**config.mk**
```make
export PLATFORM = sky130hd
export DESIGN_NAME = uart_cmd_rcv
export DESIGN_NICKNAME = d
export VERILOG_FILES = /design/src/rtl/uart_pkg.sv /design/src/rtl/rx_synch.sv /design/src/rtl/uart_cmd_rcv.sv
export SDC_FILE = /design/constraint.sdc
export NUM_CORES = 1
export LEC_CHECK = 0
export ABC_AREA = 1
export BUFFER_PORTS_ARGS = -buffer_cell sky130_fd_sc_hd__buf_2
export CAP_MARGIN = 20
export CORE_ASPECT_RATIO = 1.25
export CORE_UTILIZATION = 63
export DETAILED_ROUTE_END_ITERATION = 8
export PLACE_DENSITY = 0.84
export SETUP_SLACK_MARGIN = 0.05
export SKIP_LAST_GASP = 1
export SYNTH_ARGS = -nofsm -noshare
export SYNTH_HDL_FRONTEND = slang
export SYNTH_SLANG_ARGS = --single-unit
```
**constraint.sdc**
```tcl
create_clock -name clk -period 2.8 [get_ports clk]
set_clock_uncertainty 0.2 [all_clocks]
set_input_delay 0.42 -clock clk [delete_from_list [all_inputs] [get_ports clk]]
set_output_delay 0.42 -clock clk [all_outputs]
set_load 0.02 [all_outputs]
```
**src/rtl/uart_pkg.sv**
```systemverilog
// Shared types and constants for the UART command receiver.
// Contents:
//   rx_state_t          - receiver FSM states
//   DEFAULT_BAUD_CYCLES - clocks per bit at 50 MHz / 19200 baud
//   UART_DATA_W         - payload width of one UART frame
package uart_pkg;

  typedef enum logic [2:0] {
    IDLE    = 3'd0,
    START   = 3'd1,
    DATA    = 3'd2,
    STOP    = 3'd3,
    WAIT_HI = 3'd4
  } rx_state_t;

  localparam int DEFAULT_BAUD_CYCLES = 2604;
  localparam int UART_DATA_W         = 8;

endpackage

```
**src/rtl/rx_synch.sv**
```systemverilog
// Two-flop synchronizer for an asynchronous, idle-high input pin.
// Both flops preset to 1 in reset so an idle line never looks like a
// falling edge when reset is released. The same block also suits the
// A2D and inertial MISO pins.
// Ports:
//   clk   - system clock
//   rst_n - synchronous active-low reset (presets the chain to 1)
//   d     - asynchronous input
//   q     - synchronized output
module rx_synch (
  input  logic clk,
  input  logic rst_n,
  input  logic d,
  output logic q
);

  logic meta_r;

  // Two-stage metastability filter, preset high
  always_ff @(posedge clk) begin
    if (!rst_n) begin
      meta_r <= 1'b1;
      q      <= 1'b1;
    end else begin
      meta_r <= d;
      q      <= meta_r;
    end
  end

endmodule

```
**src/rtl/uart_cmd_rcv.sv**
```systemverilog
// 8N1 UART receiver for single-byte commands from the BLE module.
// A byte is delivered in rx_data with a rdy/clr_rdy handshake. Start bits
// are re-checked at mid-bit so that line glitches are rejected silently.
// A low stop bit gives a one-cycle frm_err. The receiver then waits for
// the line to return high, so a break never re-triggers a frame.
// Ports:
//   clk     - system clock
//   rst_n   - synchronous active-low reset
//   RX      - asynchronous serial input, idle high
//   clr_rdy - consumer acknowledge; clears rdy and ovr
//   rx_data - last valid received byte
//   rdy     - rx_data holds an unacknowledged byte
//   frm_err - one-cycle pulse: stop bit sampled low
//   ovr     - sticky: a byte completed while rdy was still set
module uart_cmd_rcv
  import uart_pkg::*;
#(
  parameter int BAUD_CYCLES = DEFAULT_BAUD_CYCLES
) (
  input  logic                   clk,
  input  logic                   rst_n,
  input  logic                   RX,
  input  logic                   clr_rdy,
  output logic [UART_DATA_W-1:0] rx_data,
  output logic                   rdy,
  output logic                   frm_err,
  output logic                   ovr
);

  localparam int HALF_CYCLES = BAUD_CYCLES / 2;
  localparam int CNT_W       = $clog2(BAUD_CYCLES);

  localparam logic [CNT_W-1:0] FULL_LOAD = CNT_W'(BAUD_CYCLES - 1);
  localparam logic [CNT_W-1:0] HALF_LOAD = CNT_W'(HALF_CYCLES - 1);
  localparam logic [CNT_W-1:0] CNT_ZERO  = {CNT_W{1'b0}};
  localparam logic [CNT_W-1:0] CNT_ONE   = CNT_W'(1);

  logic                   rx_s;
  rx_state_t              state_r;
  logic [CNT_W-1:0]       baud_cnt_r;
  logic [3:0]             bit_cnt_r;
  logic [UART_DATA_W-1:0] shift_r;
  logic                   sample_s;

  rx_synch u_rx_synch (
    .clk   (clk),
    .rst_n (rst_n),
    .d     (RX),
    .q     (rx_s)
  );

  // The counter expires mid-bit; every bit decision is taken on that cycle.
  assign sample_s = (baud_cnt_r == CNT_ZERO);

  // Receiver FSM with baud counter, shifter and registered handshake flags
  always_ff @(posedge clk) begin
    if (!rst_n) begin
      state_r    <= IDLE;
      baud_cnt_r <= CNT_ZERO;
      bit_cnt_r  <= 4'd0;
      shift_r    <= 8'h00;
      rx_data    <= 8'h00;
      rdy        <= 1'b0;
      frm_err    <= 1'b0;
      ovr        <= 1'b0;
    end else begin
      frm_err <= 1'b0;
      // Acknowledge; a completing frame below overrides this.
      if (clr_rdy) begin
        rdy <= 1'b0;
        ovr <= 1'b0;
      end
      case (state_r)
        IDLE: begin
          if (!rx_s) begin
            state_r    <= START;
            baud_cnt_r <= HALF_LOAD;
          end
        end
        START: begin
          if (sample_s) begin
            if (!rx_s) begin
              state_r    <= DATA;
              baud_cnt_r <= FULL_LOAD;
              bit_cnt_r  <= 4'd0;
            end else begin
              // The start bit did not survive to mid-bit, so it was a glitch.
              state_r <= IDLE;
            end
          end else begin
            baud_cnt_r <= baud_cnt_r - CNT_ONE;
          end
        end
        DATA: begin
          if (sample_s) begin
            shift_r    <= {rx_s, shift_r[7:1]};
            bit_cnt_r  <= bit_cnt_r + 4'd1;
            baud_cnt_r <= FULL_LOAD;
            if (bit_cnt_r == 4'd7) begin
              state_r <= STOP;
            end
          end else begin
            baud_cnt_r <= baud_cnt_r - CNT_ONE;
          end
        end
        STOP: begin
          if (sample_s) begin
            if (rx_s) begin
              rx_data <= shift_r;
              rdy     <= 1'b1;
              // An acknowledge in this same cycle consumed the old byte,
              // so nothing was overwritten unread.
              ovr     <= clr_rdy ? 1'b0 : (ovr | rdy);
              state_r <= IDLE;
            end else begin
              frm_err <= 1'b1;
              state_r <= WAIT_HI;
            end
          end else begin
            baud_cnt_r <= baud_cnt_r - CNT_ONE;
          end
        end
        WAIT_HI: begin
          if (rx_s) begin
            state_r <= IDLE;
          end
        end
        default: begin
          state_r <= IDLE;
        end
      endcase
    end
  end

endmodule

```
# Word-level counts from Yosys, hierarchy flattened
# Index checks and enable logic that the tools add are counted.
dict set report word_totals {
  wordCells 66
  ff_bits 40
  inputBits 4
  output_inout_bits 11
}
dict set report op_classes {
  mux 29
  bitwise_logic 1
  n_eq_ne 14
  reduce_logical 10
  add_sub_neg 2
}
# op n
set op_table {}
lappend op_table {{12-bit 2-to-1 mux} 5}
lappend op_table {{12-bit one-hot mux with 4 select lines} 1}
lappend op_table {{3-bit 2-to-1 mux} 7}
lappend op_table {{3-bit one-hot mux with 5 select lines} 1}
lappend op_table {{2-bit != test, second input constant} 7}
lappend op_table {{12-bit zero test} 1}
lappend op_table {{4-bit 2-to-1 mux} 3}
lappend op_table {{12-bit by 1-bit subtractor with 12-bit output, second input constant} 1}
lappend op_table {{1-bit 2-to-1 mux} 10}
lappend op_table {{4-bit one-hot mux with 2 select lines} 1}
lappend op_table {{4-bit AND reduction} 2}
lappend op_table {{3-bit by 2-bit == test with 1-bit output, second input constant} 2}
lappend op_table {{3-bit AND reduction} 2}
lappend op_table {{6-bit AND reduction} 1}
lappend op_table {{4-bit by 1-bit adder with 4-bit output, second input constant} 1}
lappend op_table {{4-bit by 3-bit == test with 1-bit output, second input constant} 1}
lappend op_table {{4-bit nonzero test} 1}
lappend op_table {{3-bit by 1-bit == test with 1-bit output, second input constant} 1}
lappend op_table {{3-bit == test, second input constant} 1}
lappend op_table {{3-bit zero test} 1}
lappend op_table {{3-bit != test, second input constant} 1}
lappend op_table {{2-bit 2-to-1 mux} 1}
lappend op_table {{2-bit by 1-bit != test with 1-bit output, second input constant} 1}
lappend op_table {{2-bit AND reduction} 1}
lappend op_table {{other kinds (2)} 2}

# Depth between registers and ports, before layout
# Gate-level depths: netlist of run 1.
dict set report depth {
  word_depth 5
  mapped_depth 12
  mapped_depth_nobuf 12
}

# By module
# From an unflattened synthesis of run 1, not the netlist that was laid out.
dict set report unflattened {
  cells_unflattened 280
  area_unflattened_um2 1934.4
}
# mod area_each_um2 n_inst seq_area_each_um2 cells_per_inst
set by_module_without_submodules {}
lappend by_module_without_submodules {uart_cmd_rcv 1879.3 1 760.7 274}
lappend by_module_without_submodules {rx_synch 55.1 1 40.0 6}

# Least setup slack after synthesis of run 1
# OpenSTA, ideal clock, no wires.
dict set report synth_timing {
  path_kind {register -> register}
  start {register baud_cnt_r[0]}
  end {register baud_cnt_r[4]}
  n_path_buf 1
  stages_incl_launch_ff 13
  setup_ns 0.113
  t_arrival_ns 1.470
  slack_ns 1.017
  t_required_ns 2.487
  period_less_slack_ns 1.783
  cell_sequence {dfxtp_1 -> inv_1 -> ha_1 -> inv_1 -> nor2_1 -> nand2_1 -> nor2_4 -> nand3_2 -> nand2_4 -> nor2_4 -> buf_6 -> o21ai_1 -> nor2_1}
}
dict set report synth_via {
  elab_chain_cells 3
  word_cells_on_any_way 9
  classes_between {add/sub (1); eq/ne (2); mux (4); reduce/logical (2)}
}
# element line
set synth_lines {}
lappend synth_lines {{start: declaration} uart_cmd_rcv.sv:40} ;# logic [CNT_W-1:0] baud_cnt_r;
lappend synth_lines {{start signal: assignment} uart_cmd_rcv.sv:91} ;# baud_cnt_r <= baud_cnt_r - CNT_ONE;
lappend synth_lines {{start signal: assignment} uart_cmd_rcv.sv:103} ;# baud_cnt_r <= baud_cnt_r - CNT_ONE;
lappend synth_lines {{start signal: assignment} uart_cmd_rcv.sv:120} ;# baud_cnt_r <= baud_cnt_r - CNT_ONE;
lappend synth_lines {{12-bit by 1-bit subtractor with 12-bit output / 12-bit zero test (equally long branches)} -}
lappend synth_lines {{12-bit 2-to-1 mux (tied with other cells)} uart_cmd_rcv.sv:107} ;# if (sample_s) begin
lappend synth_lines {{12-bit one-hot mux with 4 select lines / 4-bit AND reduction (equally long branches)} -}
# Parallel ways exist; a longest one is shown, timed or not. The select of a mux whose other input is x is not followed.
# A chain may end at the register's enable or synchronous reset.

# Final worst setup path of run 1
dict set report layout_timing {
  start {register baud_cnt_r[0]}
  end {register baud_cnt_r[0]}
}
# The elaborated chain is that of the path after synthesis.

==> results of run 1 <==
logic make-up (layout without fill, tap and decap cells):
family	after synthesis	after routing	synth area share
AND/OR/NAND/NOR	132	132	0.3150
flip-flops	40	40	0.3960
buffers and inverters	47	64	0.09468
XOR/XNOR	5	5	0.02166
adder cells (fa/ha/maj)	3	3	0.01857
AO/OA/AOI/OAI	60	60	0.1541
cell type report:
type,count,area [µm²]
Sequential cell,40,800.8
Clock inverter,3,42.54
Tap cell,36,45.04
Clock buffer,5,37.54
Multi-Input combinational cell,200,1030
Inverter,41,153.9
Timing Repair Buffer,15,77.57
Fill cell,262,813.3
cell usage in the layout, fill, tap and decap left out, types with 2 or more instances in the layout:
| master | instances |
|---|---|
| nand2_2 | 3 |
| nor2_4 | 4 |
| nand2_4 | 2 |
| clkbuf_4 | 5 |
| nor2_2 | 7 |
| o21ai_2 | 2 |
| dfxtp_1 | 40 |
| inv_2 | 3 |
| xor2_1 | 4 |
| o21ai_1 | 9 |
| or2_2 | 2 |
| nand3_1 | 14 |
| nand2_1 | 51 |
| nand3_2 | 2 |
| a21oi_1 | 28 |
| o21ai_0 | 19 |
| nor3_1 | 5 |
| inv_1 | 38 |
| ha_1 | 3 |
| buf_2 | 14 |
| nor2_1 | 38 |
sequential cells by signal, indices dropped and copies added (netlist names):
register / flops
baud_cnt_r: 12
rx_data: 8
shift_r: 8
bit_cnt_r: 4
state_r: 3
frm_err: 1
ovr: 1
rdy: 1
u_rx_synch.meta_r: 1
u_rx_synch.q: 1
worst max path at each step:
| stage | end | from |
|---|---|---|
| after CTS | baud_cnt_r[0] | baud_cnt_r[0] |
| after global placement | baud_cnt_r[0] | baud_cnt_r[0] |
| after floorplan | baud_cnt_r[4] | baud_cnt_r[0] |
| after global routing | baud_cnt_r[4] | baud_cnt_r[0] |
| after detailed placement | baud_cnt_r[0] | baud_cnt_r[0] |
| final | baud_cnt_r[0] | baud_cnt_r[0] |
stage by stage:
stage | setup WS (ns) | area (µm²) | cells | utilization | hold WS, ns
2_1_floorplan | 1.017 | 2022 | 287 | - | 0.1925
3_3_place_gp | 0.8114 | 2107 | 332 | 0.7023 | 0.1934
3_5_place_dp | 0.7361 | 2107 | 332 | 0.7023 | 0.2065
4_1_cts | 0.7160 | 2187 | 340 | 0.7289 | 0.03177
5_1_grt | 0.4488 | 2187 | 340 | 0.7289 | 0.01879
6_report | 0.7262 | 2187 | 340 | 0.7289 | 0.03598
routing by layer:
metal  GRT usage  routed length, µm  share of wire  vias to the layer above
li1            -                  -              -                      946
met1      0.3068               1809           0.45                      831
met2      0.4889               2029           0.50                       24
met3     0.05556                 97          0.024                        9
met4      0.1184                101          0.025                        0
met5           0                  0              0                        -
power groups by stage:
stage	combinational, W	sequential, W	clock, W
floorplan	0.000939	0.000750	0
global placement	0.00108	0.000765	0
detailed placement	0.00110	0.000769	0
CTS	0.00111	0.000758	0.000386
global route	0.00127	0.000771	0.000411
finish	0.00111	0.000758	0.000376
==> qor.yml, run 1 <==
ys_top_cells_by_count: "nand2_1 (51), dfxtp_1 (40), inv_1 (38), nor2_1 (38), a21oi_1 (28)"
report.power.total_w: 0.002246
cp.arrival_ns: 2.13
cp-start-kind: "flop"
wl_per_cell_um: 11.88
cts_tree: "done"
crit_path_cell_trace: "inv_1, ha_1, inv_1, nor2_1, nand2_1, nor2_4, nand3_2, nand2_4, nor2_4, nand2_1, nor2_1, nor2_1"
synth_ff_type: "dfxtp_1"
sw_frac_of_total: 0.4594
p_int_w: 0.001214
crit_type: "reg -> reg"
clk_latency_ns: 0.35
viasPerCell: 5.324
finalSetupTns_ns: 0
ys_seq_area_frac: 0.3960
rsz0062_at_grt: "false"
dp_hpwl_um: 2987
coreArea_mm2: 0.003000
critPathCaptureType: "flop"
pwr-share-clk: 0.168
grt.overflow.total: 0
drc: 0
gp_congestion: 0.8815
postCtsSetupBuffers: 0
drt_iter0_drc: 49
first_pass_iters: 4
yosysMostFrequentCell: "nand2_1"
min_path_type: "in -> reg"
slowest_delay_ns: 0.37
synth_cell_types: 28
synth_seq_cells: 40
min_from: "clr_rdy"
synthDominantCellAreaShare: 0.3960
cts_resized: 0
critPathMaxFanout: 14
final_nets: 310
p_comb_frac: 0.495
ir_worst_vdd_mv: 0.6680
finalHoldViolCount: 0
syn_avg_cell_area_um2: 7.045
root_buffer: "clkbuf_4"
r2r_setup_slack_ns: 0.73
crit_cells: 12
antenna_cells: 0
period_minus_slack_ns: 2.074
first_global_vias: 1653
die_area_mm2: 0.003441
synth.cell_area_mm2: 0.002022
yosys_warnings: 0
synthTopCellsByArea: "dfxtp_1 (40%), nand2_1 (9.5%), inv_1 (7.1%)"
htreeDepth: 2
placementRows: 22
synth_cells: 287
powerDensity_mw_per_mm2: 1027
clk_pin_slew_worst_paths_ns: 0.12
p_leak_nw: 1.008
hold_path_end: "ovr"
netSwitchingPower_w: 0.001032
reg2reg_to: "baud_cnt_r[0]"
grt_first_pass_wirelength_um: 6996
io_pins: 15
cts_hold_buf: 0
cts_buffers: 5
drive_gt1_frac: 0.1645
cap_violations: 0
ant_nets: 0
tightestPinTransition_ns: 0.4257
synth-edff-count: 0
initial_core_util: 0.6739
setup_violations: 0
grt_usage: 0.2750
wl_um: 4038
fp.dieW_um: 52.67
cp_slowest_cell: "dfxtp_1"
slew_headroom: 0.7159
fmax_mhz: 482.2
r2r_start: "baud_cnt_r[0]"
max-clock-path-buffers: 2
routed-via-count: 1810
path_delay_family: "simple AND/OR/NAND/NOR gates"
yosysTopAreaCell: "dfxtp_1"
maxSlewViolCount: 0
fp.dieH_um: 65.34
cp_common_cell: "nor2_1"
min_period_over_period: 0.7406
synthArstFlopShare: 0
area_growth_pct: 8.168
antenna_found_initial: 0
required_ns: 2.86
min_delay_path_depth: 2
synth_fp_nets: 294
r2r.worst_path.cells: 12
path_buf_inv: 2
grt_max_degree: 29
cts_sinks: 40
port_buffers: 14
status: "finished, final reports clean"
power.share.sequential: 0.337
No activity file was read; power rests on OpenSTA's default activity.
==> inputs of run 2 (changes only) <==
--- a/config.mk
+++ b/config.mk
@@ -9,9 +9,9 @@
 export BUFFER_PORTS_ARGS = -buffer_cell sky130_fd_sc_hd__buf_2
 export CAP_MARGIN = 20
 export CORE_ASPECT_RATIO = 1.25
-export CORE_UTILIZATION = 63
+export CORE_UTILIZATION = 59
 export DETAILED_ROUTE_END_ITERATION = 8
-export PLACE_DENSITY = 0.84
+export PLACE_DENSITY = 0.79
 export SETUP_SLACK_MARGIN = 0.05
 export SKIP_LAST_GASP = 1
 export SYNTH_ARGS = -nofsm -noshare
==> constraint.sdc (replaced) <==
create_clock -name clk -period 2 [get_ports clk]
set_clock_uncertainty 0.2 [all_clocks]
set_input_delay 0.3 -clock clk [delete_from_list [all_inputs] [get_ports clk]]
set_output_delay 0.3 -clock clk [all_outputs]
set_load 0.02 [all_outputs]
==> qor.yml, run 2 (synthesis gave the netlist of run 1 again) <==
r2r.worst_path.cells: 12  # unchanged
min_delay_path_depth: 3  # +1
die_area_mm2: 0.003667  # +6.5%
cp.arrival_ns: 1.90  # -0.23 ns
first_global_vias: 1745  # +5.6%
area_growth_pct: 18.75
wl_per_cell_um: 12.41  # +4.5%
io_pins: 15  # unchanged
fp.dieH_um: 67.45  # +3.2%
first_pass_iters: 4  # unchanged
cap_violations: 0  # unchanged
rsz0062_at_grt: "true"
power.share.sequential: 0.296  # -0.041
period_minus_slack_ns: 1.905  # -0.1684 ns
hold_path_end: "baud_cnt_r[4]"
root_buffer: "clkbuf_8"
final_nets: 324  # +4.5%
grt_first_pass_wirelength_um: 7024  # +0.40%
dp_hpwl_um: 3156  # +5.7%
status: "finished, final reports clean"
r2r_setup_slack_ns: 0.09  # -0.63 ns
drc: 0  # unchanged
r2r_start: "baud_cnt_r[1]"
viasPerCell: 5.242  # -1.5%
use_met2: 0.5137  # +0.02480
powerDensity_mw_per_mm2: 1497  # +46%
grt_util_met3: 0.06081  # +0.005255
multiInputGateArea_mm2: 0.001102  # +7.0%
setup_violations: 0  # unchanged
cts_sinks: 40  # unchanged
gr-max-usage-layer: "met2"
htreeDepth: 2  # unchanged
coreArea_mm2: 0.003252  # +8.4%
largest_register_ff_count: 12  # unchanged
largest_registers: "baud_cnt_r: 12 flops, rx_data: 8 flops, shift_r: 8 flops"
initial_core_util: 0.6218  # -0.05212
pwr-share-clk: 0.181  # +0.013
crit_type: "reg -> reg"
port_buffers: 14  # unchanged
drive_gt1_frac: 0.2484  # +0.08395
fillCellCount: 270  # +3.1%
tightestPinTransition_ns: 0.4091  # -0.01667 ns
min_path_type: "in -> reg"
netSwitchingPower_w: 0.001599  # +55%
fp.dieW_um: 54.36  # +3.2%
cts_buffers: 5  # unchanged
seq_area_um2: 803.3  # +0.31%
grt.overflow.total: 0  # unchanged
critPathLaunch: "baud_cnt_r[1]"
ir_worst_vdd_mv: 1.102  # +65%
ant_nets: 0  # unchanged
sw_frac_of_total: 0.4446  # -0.01474
routed-via-count: 1861  # +2.8%
p_comb_frac: 0.523  # +0.028
p_int_w: 0.001997  # +64%
min_from: "rst_n"
cp-start-kind: "flop"
antenna_found_initial: 0  # unchanged
placementRows: 23  # +4.5%
required_ns: 1.99  # -0.87 ns
fmax_mhz: 524.8  # +8.8%
max-clock-path-buffers: 2  # unchanged
clk_latency_ns: 0.30  # -0.05 ns
grt_max_degree: 21  # -28%
regMostFlops: "baud_cnt_r"
drt_iter0_drc: 48  # -2.0%
min_period_over_period: 0.9527  # +0.2120
holdWs_ns: 0.1316  # +0.09563 ns
report.power.total_w: 0.003595  # +60%
critPathCaptureType: "flop"
wl_um: 4406  # +9.1%
slew_headroom: 0.7270  # +0.01112
grt_usage: 0.2672  # -0.007751
layout_commonest_cell: "nand2_1"
p_leak_nw: 1.089  # +8.1%
maxSlewViolCount: 0  # unchanged
finalHoldViolCount: 0  # unchanged
cts_tree: "done"
grt_use_met1: 0.2691  # -0.03773
gp_congestion: 0.8277  # -6.1%
antenna_cells: 0  # unchanged
clk_pin_slew_worst_paths_ns: 0.07  # -0.05 ns
critPathMaxFanout: 6  # -8
reg2reg_to: "baud_cnt_r[1]"
final_cell_mix: "nand2_1 (48), dfxtp_1 (38), nor2_1 (36)"
run 2: changes by cell type in the layout (fill, tap and decap cells not counted), moves of 3 or more:
cell	previous run	this run
buf_4	1	11
nand2_1	51	48
inv_1	38	35
clkbuf_4	5	0
o21ai_2	2	5
clkbuf_8	0	5
inv_2	3	6
run 2: what timing repair did:
| action | CTS | global route |
|---|---|---|
| gates cloned | 0 | 1 |
| endpoints found under the hold margin | 2 | 0 |
| pin swaps | 1 | 8 |
| endpoints found under the setup margin | 5 | 23 |
| setup buffers | 3 | 1 |
| hold buffers | 2 | 0 |
| gates resized for setup | 0 | 24 |
run 2: worst max-delay path, cell delays in order, from the launching register on:
cell     delay, ns
dfxtp_2       0.34
inv_2         0.08
ha_4          0.15
inv_2         0.04
nor2_4        0.10
nand2_2       0.07
nor2_4        0.18
nand3_2       0.11
nor2_4        0.15
nor2_4        0.07
buf_4         0.13
o21ai_1       0.11
nor2_1        0.05
run 2: power by group through the flow:
stage               combinational [W]  sequential (W)  clock (W)
finish                        0.00188         0.00106   0.000651
global route                  0.00212         0.00108   0.000695
CTS                           0.00170         0.00105   0.000660
detailed placement            0.00164         0.00107          0
global placement              0.00161         0.00106          0
floorplan                     0.00132         0.00105          0
run 2: how the worst max path moves through the flow:
stage / endpoint / depth (start not counted)
2_1_floorplan: baud_cnt_r[4] / 12
3_3_place_gp: baud_cnt_r[0] / 12
3_5_place_dp: baud_cnt_r[10] / 12
4_1_cts: baud_cnt_r[8] / 12
5_1_grt: baud_cnt_r[6] / 13
6_report: baud_cnt_r[1] / 12
run 2: final cells by class:
cell class,instances,area share
Timing Repair Buffer,28,0.07660
Multi-Input combinational cell,201,0.4591
Tap cell,37,0.01928
Clock buffer,5,0.02866
Sequential cell,40,0.3345
Clock inverter,3,0.01772
Inverter,41,0.06410
run 2: stage by stage:
stage               cells    util  instance area, µm²     TNS (ns)  setup WS, ns
finish                355  0.7384                2401            0       0.09463
global route          355  0.7384                2401  -0.00002798   -0.00002798
CTS                   353  0.7118                2315            0       0.05309
detailed placement    340  0.6645                2161            0       0.01042
global placement      340  0.6645                2161            0        0.1159
floorplan             287       -                2022            0        0.2170
run 2: per-layer routing:
metal,vias to the layer above,share of wire
li1,972,-
met1,863,0.43
met2,19,0.53
met3,7,0.024
met4,0,0.014
met5,-,0
